## src/rtl/sc_scbc_ftc_mc.sv

```systemverilog
// Multi-channel frame timing controller and register bank: per-channel interval down-counter, SOF pulse, frame number, sticky status/IRQ.
// Latency: RDAT, FM_SOF and FM_IRQ are registered (1 cycle); no backpressure, register accesses always complete in one cycle.
module sc_scbc_ftc_mc #(
    parameter int ADDR_WIDTH = 32,
    parameter int NUM_CH     = 2,
    parameter int CNT_W      = 16,
    parameter int FN_W       = 11
) (
    input  logic                   ULPICLK,
    input  logic                   ULPIRST,
    input  logic                   WENB,
    input  logic [ADDR_WIDTH-1:0]  WADR,
    input  logic [31:0]            WDAT,
    input  logic [3:0]             WBEN,
    input  logic                   RENB,
    input  logic [ADDR_WIDTH-1:0]  RADR,
    output logic [31:0]            RDAT,
    input  logic                   FM_TICK,
    output logic [NUM_CH-1:0]      FM_SOF,
    output logic [NUM_CH*FN_W-1:0] FM_NUMBER,
    output logic                   FM_IRQ
);

    logic [CNT_W-1:0]  fmi_q [NUM_CH];
    logic [CNT_W-1:0]  fmi_d [NUM_CH];
    logic [CNT_W-1:0]  rem_q [NUM_CH];
    logic [CNT_W-1:0]  rem_d [NUM_CH];
    logic [FN_W-1:0]   num_q [NUM_CH];
    logic [FN_W-1:0]   num_d [NUM_CH];
    logic [1:0]        sts_q [NUM_CH];
    logic [1:0]        sts_d [NUM_CH];
    logic [1:0]        ien_q [NUM_CH];
    logic [1:0]        ien_d [NUM_CH];
    logic [NUM_CH-1:0] en_q, en_d, rtog_q, rtog_d, mode_q, mode_d, sof_q, sof_d;
    logic [NUM_CH-1:0] wsel;
    logic              irq_q, irq_d;
    logic [31:0]       rdat_q, rdat_d, rd_val;
    logic [15:0]       wmask;
    logic              wr_ok, rd_ok, sw_num;
    logic              addr_lsb_unused;

    assign wmask = {{8{WBEN[1]}}, {8{WBEN[0]}}};
    assign wr_ok = WENB && (WADR[ADDR_WIDTH-1:8] == '0);
    assign rd_ok = (RADR[ADDR_WIDTH-1:8] == '0);
    assign addr_lsb_unused = ^{WADR[1:0], RADR[1:0], WDAT, wmask};

    always_comb begin
        wsel = '0;
        for (int c = 0; c < NUM_CH; c++) begin
            wsel[c] = wr_ok && (WADR[7:4] == 4'(c));
        end
    end

    always_comb begin
        irq_d  = 1'b0;
        sw_num = 1'b0;
        en_d   = en_q;
        rtog_d = rtog_q;
        mode_d = mode_q;
        sof_d  = '0;
        for (int c = 0; c < NUM_CH; c++) begin
            fmi_d[c] = fmi_q[c];
            rem_d[c] = rem_q[c];
            num_d[c] = num_q[c];
            sts_d[c] = sts_q[c];
            ien_d[c] = ien_q[c];
            if (wsel[c]) begin
                case (WADR[3:2])
                    2'd0: fmi_d[c] = (fmi_q[c] & ~wmask[CNT_W-1:0]) | (WDAT[CNT_W-1:0] & wmask[CNT_W-1:0]);
                    2'd1: if (WBEN[3]) en_d[c] = WDAT[31];
                    2'd2: begin
                        if (WBEN[3]) mode_d[c] = WDAT[31];
                        num_d[c] = (num_q[c] & ~wmask[FN_W-1:0]) | (WDAT[FN_W-1:0] & wmask[FN_W-1:0]);
                    end
                    default: begin
                        if (WBEN[0]) sts_d[c] = sts_q[c] & ~WDAT[1:0];
                        if (WBEN[2]) ien_d[c] = WDAT[17:16];
                    end
                endcase
            end
            sw_num = wsel[c] && (WADR[3:2] == 2'd2) && (|wmask[FN_W-1:0]);
            // Status sets are applied after the W1C clear so a same-cycle hw set survives.
            if (!en_d[c]) begin
                rem_d[c] = '0;
            end else if (!en_q[c]) begin
                rem_d[c] = fmi_q[c];
            end else if (FM_TICK) begin
                if (rem_q[c] == '0) begin
                    rem_d[c]    = fmi_q[c];
                    sof_d[c]    = 1'b1;
                    rtog_d[c]   = ~rtog_q[c];
                    sts_d[c][0] = 1'b1;
                    if (!mode_q[c] && !sw_num) begin
                        num_d[c] = num_q[c] + 1'b1;
                        if (&num_q[c]) sts_d[c][1] = 1'b1;
                    end
                end else begin
                    rem_d[c] = rem_q[c] - 1'b1;
                end
            end
            irq_d = irq_d | (|(sts_q[c] & ien_q[c]));
        end
    end

    always_comb begin
        rd_val = '0;
        for (int c = 0; c < NUM_CH; c++) begin
            if (rd_ok && (RADR[7:4] == 4'(c))) begin
                case (RADR[3:2])
                    2'd0: rd_val[CNT_W-1:0] = fmi_q[c];
                    2'd1: begin
                        rd_val[31]          = en_q[c];
                        rd_val[16]          = rtog_q[c];
                        rd_val[CNT_W-1:0]   = rem_q[c];
                    end
                    2'd2: begin
                        rd_val[31]          = mode_q[c];
                        rd_val[FN_W-1:0]    = num_q[c];
                    end
                    default: begin
                        rd_val[17:16]       = ien_q[c];
                        rd_val[1:0]         = sts_q[c];
                    end
                endcase
            end
        end
        rdat_d = RENB ? rd_val : rdat_q;
    end

    always_ff @(posedge ULPICLK) begin
        if (ULPIRST) begin
            en_q   <= '0;
            rtog_q <= '0;
            mode_q <= '0;
            sof_q  <= '0;
            irq_q  <= 1'b0;
            rdat_q <= '0;
            for (int c = 0; c < NUM_CH; c++) begin
                fmi_q[c] <= '0;
                rem_q[c] <= '0;
                num_q[c] <= '0;
                sts_q[c] <= '0;
                ien_q[c] <= '0;
            end
        end else begin
            en_q   <= en_d;
            rtog_q <= rtog_d;
            mode_q <= mode_d;
            sof_q  <= sof_d;
            irq_q  <= irq_d;
            rdat_q <= rdat_d;
            for (int c = 0; c < NUM_CH; c++) begin
                fmi_q[c] <= fmi_d[c];
                rem_q[c] <= rem_d[c];
                num_q[c] <= num_d[c];
                sts_q[c] <= sts_d[c];
                ien_q[c] <= ien_d[c];
            end
        end
    end

    for (genvar g = 0; g < NUM_CH; g++) begin : g_num
        assign FM_NUMBER[g*FN_W +: FN_W] = num_q[g];
    end

    assign FM_SOF = sof_q;
    assign FM_IRQ = irq_q;
    assign RDAT   = rdat_q;

endmodule
```

## config.mk

```make
export PLATFORM = sky130hd
export DESIGN_NAME = sc_scbc_ftc_mc
export DESIGN_NICKNAME = d
export VERILOG_FILES = /design/src/rtl/sc_scbc_ftc_mc.sv
export SDC_FILE = /design/constraint.sdc
export NUM_CORES = 1
export LEC_CHECK = 0
export BUFFER_PORTS_ARGS = -buffer_cell sky130_fd_sc_hd__buf_2
export CAP_MARGIN = 15
export CORE_ASPECT_RATIO = 1.2
export CORE_MARGIN = 10
export CORE_UTILIZATION = 49
export DETAILED_ROUTE_END_ITERATION = 6
export GPL_TIMING_DRIVEN = 0
export PLACE_DENSITY = 0.81
export SLEW_MARGIN = 5
export SYNTH_ARGS = -nofsm -noshare
export SYNTH_HDL_FRONTEND = slang
export SYNTH_SLANG_ARGS = --single-unit
export TNS_END_PERCENT = 5
```

## constraint.sdc

```tcl
create_clock -name ULPICLK -period 2.2 [get_ports ULPICLK]
set_input_delay 0 -clock ULPICLK [delete_from_list [all_inputs] [get_ports ULPICLK]]
set_output_delay 0 -clock ULPICLK [all_outputs]
set_load 0.005 [all_outputs]
```

==> summary.txt, run 1 <==
Cells and area
  – Fin util: 64.78%
  – Area grow syn2layout: 29.79%
  – Ant diodes: 0
  – Final Cell Area: 8914 um^2
  – Layout cells sized above 1: 23.46%
  – Final Net Count: 1,191
  – Most frequent cells in the layout: 132 x buf_2, 116 x dfxtp_1, 114 x nand2_1
  – Most common cell after layout, fill and taps aside: buf_2
  – Filler cells: 1,197

Die
  – DIE AREA: 19,170 um^2
  – # rows: 47
  – Initial Util: 49.91%
  – Die X: 128.1 um
  – Area of the core: 13,760 um^2
  – Die Y: 149.7 um
  – IO Pins: 162

Drt
  – DRT Pass-1 Iters: 7
  – Vias: 7,961
  – Drt drc: 1
  – Iteration-0 DRC Markers: 934
  – Post-route ant nets: 0
  – WL per Instance: 20.73 um
  – Vias/cell: 6.308
  – DRT Wirelength: 26,160 um

STA
  – Tcrit/Tclk final: 104.3%
  – Max-slew violation count: 0
  – Final setup vio count: 7
  – Fmax: 0.4359 GHz
  – Final WS setup: -0.09384 ns
  – RSZ-0062 raised after global routing: yes
  – Final Skew: 0.01247 ns
  – Crit path time final: 2.294 ns
  – Worst slew pin tran: 1.143 ns
  – Slew margin rel.: 23.23%
  – Hold Vio Cnt, Final: 0

Power
  – Leak: 3.386 nW
  – Clock power share: 53.4%
  – Internal cell power: 4.144 mW
  – Comb power frac: 6.3%
  – Sequential Power Share: 40.2%
  – IR drop worst, VDD: 0.0004000 V
  – Sw Ratio: 24.43%
  – NetSw: 1.340 mW
  – Pwr Density: 615.2 nW/um^2

Setup path
  – Critical path class: reg -> reg
  – Worst-path fanout max: 8
  – Startpoint Class: register
  – Reg2Reg Depth: 6
  – Critical Path RT: 2.56 ns
  – CP endpoint kind: register
  – Crit path DAT: 2.65 ns

Clock tree
  – CTS tree: yes
  – Clk root buf: clkbuf_16
  – Sink Count: 122
  – Worst-path clk slew: 0.06 ns
  – Total CTS buffers: 17
  – Clock Tree Buf Depth: 2
  – H-tree Lvls: 4
  – Latest clock arrival within the worst-skew pair: 0.43 ns

Place
  – Dpl hpwl: 19,020 um
  – I/O Buffers: 129
  – Dpl cell area: 7776 um^2
  – Routability Congestion: 1.000

Logic synthesis
  – Post-Syn Instances: 882
  – Synth async-reset ratio: 0%
  – Ys flop type: dfxtp_1
  – Post-synth top area share: 35.56%
  – Yosys cell types: 66
  – Synth Warn #: 0
  – Leading area contributor after synthesis: dfxtp_1
  – Sequential share of the synthesized area: 35.56%
  – Flops & latches, synth: 122
  – Syn avg cell area: 7.787 um^2
  – Synth area leaders: dfxtp_1 36%, a21oi_1 7.9%, nand2_1 6.3%
  – Post-synth EDFFs: 0
  – Cell Area, Synth: 6868 um^2

Global routing
  – Vias in the first global route: 7,653
  – First-pass GRT wire length: 40,860 um
  – Largest net degree at the start of global routing: 17
  – Initial antenna violation count: 0
  – GRT Total Usage: 26.49%
  – Overflow after GRT: 0

Hold path
  – Hold path cells: 4
  – Worst hold path type: in -> reg

Run status
  – Failing checks: DRC, setup timing
  – Status: finished, violations left

Run
  – Max Cap Viol: 0
## power by group through the flow
stage	Combinational [mW]	Sequential (mW)	Clock, mW
4_1_cts	0.331	2.21	2.92
5_1_grt	0.369	2.21	3.01
6_report	0.348	2.21	2.93
3_3_place_gp	0.297	2.26	0
3_5_place_dp	0.300	2.26	0
2_1_floorplan	0.132	2.26	0
## final timing paths
| path | start | endpoint | slack (ns) |
|---|---|---|---|
| worst max-delay path | rem_q[0][10] | sts_q[0][1] | -0.09 |
| worst min-delay path | WBEN[1] | num_q[0][10] | 0.09 |
| worst max register to register | rem_q[0][10] | sts_q[0][1] | -0.09 |
| worst min register to register | register | register | 0.47 |
## per-stage QoR
step | setup WS, ns | hold slack, ns | power [mW] | instances | TNS (ns)
3_3_place_gp | -0.4795 | 0.2630 | 2.555 | 1194 | -13.34
2_1_floorplan | 0.0009548 | 0.1360 | 2.390 | 894 | 0
5_1_grt | -0.1477 | 0.1242 | 5.585 | 1262 | -1.318
4_1_cts | -0.1038 | 0.05304 | 5.458 | 1256 | -0.4677
6_report | -0.09384 | 0.09350 | 5.484 | 1262 | -0.2386
3_5_place_dp | -0.4845 | 0.2667 | 2.558 | 1194 | -14.74
## synthesized netlist by cell type (all sizes together) (3+ instances only)
library cell,count
buf,23
a21oi,109
nand2b,11
dfxtp,122
a211oi,7
nor4,34
a32oi,9
nand4,20
o21ai,42
and4,6
and3,16
nor2,61
mux2,9
or4,5
nand2,115
o211ai,6
inv,27
nor4b,6
a221oi,11
a22oi,16
nor2b,19
ha,8
xor2,5
a31oi,18
nor3,32
a311oi,3
nand3,36
or2,3
or3,6
and2,6
clkbuf,37
a222oi,18
mux2i,11
## layout make-up
class                   instances  area [um^2]  area share, %
multi-input cells             685         4230          47.46
flip-flops and latches        122         2455          27.54
repair buffers                166        978.4          10.98
clock buffers                  17        425.4          4.773
plain buffers                  59        321.6          3.608
well taps                     171        214.0          2.400
clock inverters                15        187.7          2.106
inverters                      27        101.3          1.137
## layer usage
layer	share of wire (%)	wire length, um	global-route usage [%]
met5	0	0	0
met4	5.9	1542	15.84
met3	10	2642	5.662
met2	47	12400	42.76
met1	37	9569	31.64
## kinds of logic (layout without fill, tap and decap cells)
group / Yosys count / after routing / share of synthesized area (%)
AND/OR/NAND/NOR: 383 / 383 / 29.51
AO/OA/AOI/OAI: 254 / 254 / 23.28
flip-flops: 122 / 122 / 35.56
buffers and inverters: 87 / 284 / 5.757
multiplexers: 22 / 22 / 3.735
adder cells (fa/ha/maj): 8 / 8 / 1.458
XOR/XNOR: 5 / 5 / 0.6376
other: 1 / 13 / 0.05460
## worst max-delay path: stages (launching register included)
cell      delay, ns
dfxtp_2        0.34
or4_4          0.55
nand2b_4       0.20
or4_4          0.58
nor2_8         0.17
nand4_1        0.20
a21oi_2        0.18
## timing repair
action,in CTS,in global routing
hold buffers,22,0
setup endpoints to repair,52,56
resized for setup,31,27
buffers inserted,8,7
pin swaps,7,11
cloned,0,0
hold endpoints to repair,52,0
Power figures use the tool's default switching activity.
==> run 2, diff against run 1 <==
==> constraint.sdc (replaced) <==
create_clock -name ULPICLK -period 2.05 [get_ports ULPICLK]
set_input_delay 0 -clock ULPICLK [delete_from_list [all_inputs] [get_ports ULPICLK]]
set_output_delay 0 -clock ULPICLK [all_outputs]
set_load 0.02 [all_outputs]
==> summary.txt, run 2 (same netlist as run 1, synthesis figures left out) <==
Run status
  – Status: finished, violations left
  – Failing checks: DRC, setup timing

Global routing
  – First-pass GRT wire length: 41,190 um
  – Largest net degree at the start of global routing: 17
  – GRT Total Usage: 26.84%
  – Overflow after GRT: 0
  – Initial antenna violation count: 0
  – Vias in the first global route: 7,699

Power
  – Leak: 3.478 nW
  – Pwr Density: 665.8 nW/um^2
  – Final Total Pwr: 6.072 mW
  – IR drop worst, VDD: 0.0004202 V

Die
  – Area of the core: 13,760 um^2
  – IO Pins: 162
  – Initial Util: 49.91%
  – # rows: 47
  – Die Y: 149.7 um
  – DIE AREA: 19,170 um^2
  – Die X: 128.1 um

Hold path
  – Worst hold path type: in -> reg

STA
  – Setup TNS: -1.883 ns
  – Slew margin rel.: 21.01%
  – Worst slew pin tran: 1.176 ns
  – Final setup vio count: 20
  – RSZ-0062 raised after global routing: yes
  – Final Skew: 0.01308 ns
  – Max-slew violation count: 0
  – Hold Vio Cnt, Final: 0
  – Fmax: 0.4513 GHz
  – Tcrit/Tclk final: 108.1%
  – Crit path time final: 2.216 ns
  – Final WS setup: -0.1658 ns

Run
  – Max Cap Viol: 0

Clock tree
  – Total CTS buffers: 17
  – Clk root buf: clkbuf_16
  – CTS tree: yes
  – H-tree Lvls: 4
  – Clock Tree Buf Depth: 2
  – Sink Count: 122
  – Worst-path clk slew: 0.06 ns
  – Latest clock arrival within the worst-skew pair: 0.43 ns

Setup path
  – CP endpoint kind: register
  – Critical Path RT: 2.34 ns
  – Worst-path fanout max: 5
  – Crit path DAT: 2.51 ns
  – Startpoint Class: register
  – Flop-to-flop setup slack: -0.17 ns
  – Critical path class: reg -> reg

Place
  – Routability Congestion: 0.9729
  – Dpl hpwl: 19,140 um
  – I/O Buffers: 129

Drt
  – Post-route ant nets: 0
  – Iteration-0 DRC Markers: 910
  – DRT Wirelength: 27,350 um
  – Vias/cell: 6.423
  – Drt drc: 18
  – Vias: 8,157
  – WL per Instance: 21.54 um
  – DRT Pass-1 Iters: 7

Cells and area
  – Area grow syn2layout: 32.77%
  – Most frequent cells in the layout: 132 x buf_2, 114 x dfxtp_1, 113 x nand2_1
  – Layout cells sized above 1: 25.48%
  – Ant diodes: 0
  – Most common cell after layout, fill and taps aside: buf_2
  – Fin util: 66.27%
  – Final Net Count: 1,199
-- run 2: power breakdown --
group / internal (mW) / switching (mW) / total [mW]
clock network: 2.10 / 1.22 / 3.31
logic: 0.148 / 0.245 / 0.394
registers: 2.37 / 0.000000000799 / 2.37
-- run 2: worst max-delay path: stages, from the launching register on --
cell	delay [ns]
dfxtp_4	0.37
a222oi_1	0.93
inv_1	0.10
mux4_2	0.50
a21oi_2	0.13
nor2_1	0.05
-- run 2: final timing paths --
kind	startpoint	endpoint	cells past startpoint
setup / recovery	rem_q[0][0]	RDAT[0]	5
hold / removal	ULPIRST	num_q[0][19]	3
setup reg to reg	rem_q[0][0]	RDAT[0]	5
hold reg to reg	RDAT[9]	RDAT[9]	2
-- run 2: area by class of cell --
| cell class | instances | area [um^2] |
|---|---|---|
| Multi-Input combinational cell | 685 | 4315 |
| Tap cell | 171 | 214.0 |
| Clock buffer | 18 | 439.2 |
| Sequential cell | 122 | 2462 |
| Fill cell | 1148 | 4642 |
| Inverter | 27 | 101.3 |
| Timing Repair Buffer | 175 | 1050 |
| Buffer | 58 | 330.3 |
| Clock inverter | 14 | 206.4 |
-- run 2: routing by layer --
layer  global-route usage [%]  vias to the layer above  part of all wire (%)
met3                    7.360                      141                    11
met5                        0                        -                     0
met2                    40.94                      576                    46
li1                         -                     3698                     -
met4                    20.07                        0                   7.5
met1                    31.53                     3742                    36
-- run 2: per-stage QoR --
step                instances  cell area [um^2]  setup slack, ns  hold slack (ns)
detailed placement       1194              7805          -0.5862           0.2709
CTS                      1258              8886          -0.1574          0.04510
finish                   1270              9119          -0.1658          0.07983
global placement         1194              7805          -0.5963           0.2608
floorplan                 894              6945         -0.04423           0.1360
global route             1270              9119          -0.2013           0.1068
-- run 2: repair_timing --
action                                  4_1_cts  5_1_grt
resized for setup                            35       41
buffers inserted                             10       14
pin swaps                                    12       24
endpoints found under the setup margin       56       65
hold endpoints to repair                     52        0
hold buffers                                 22        0
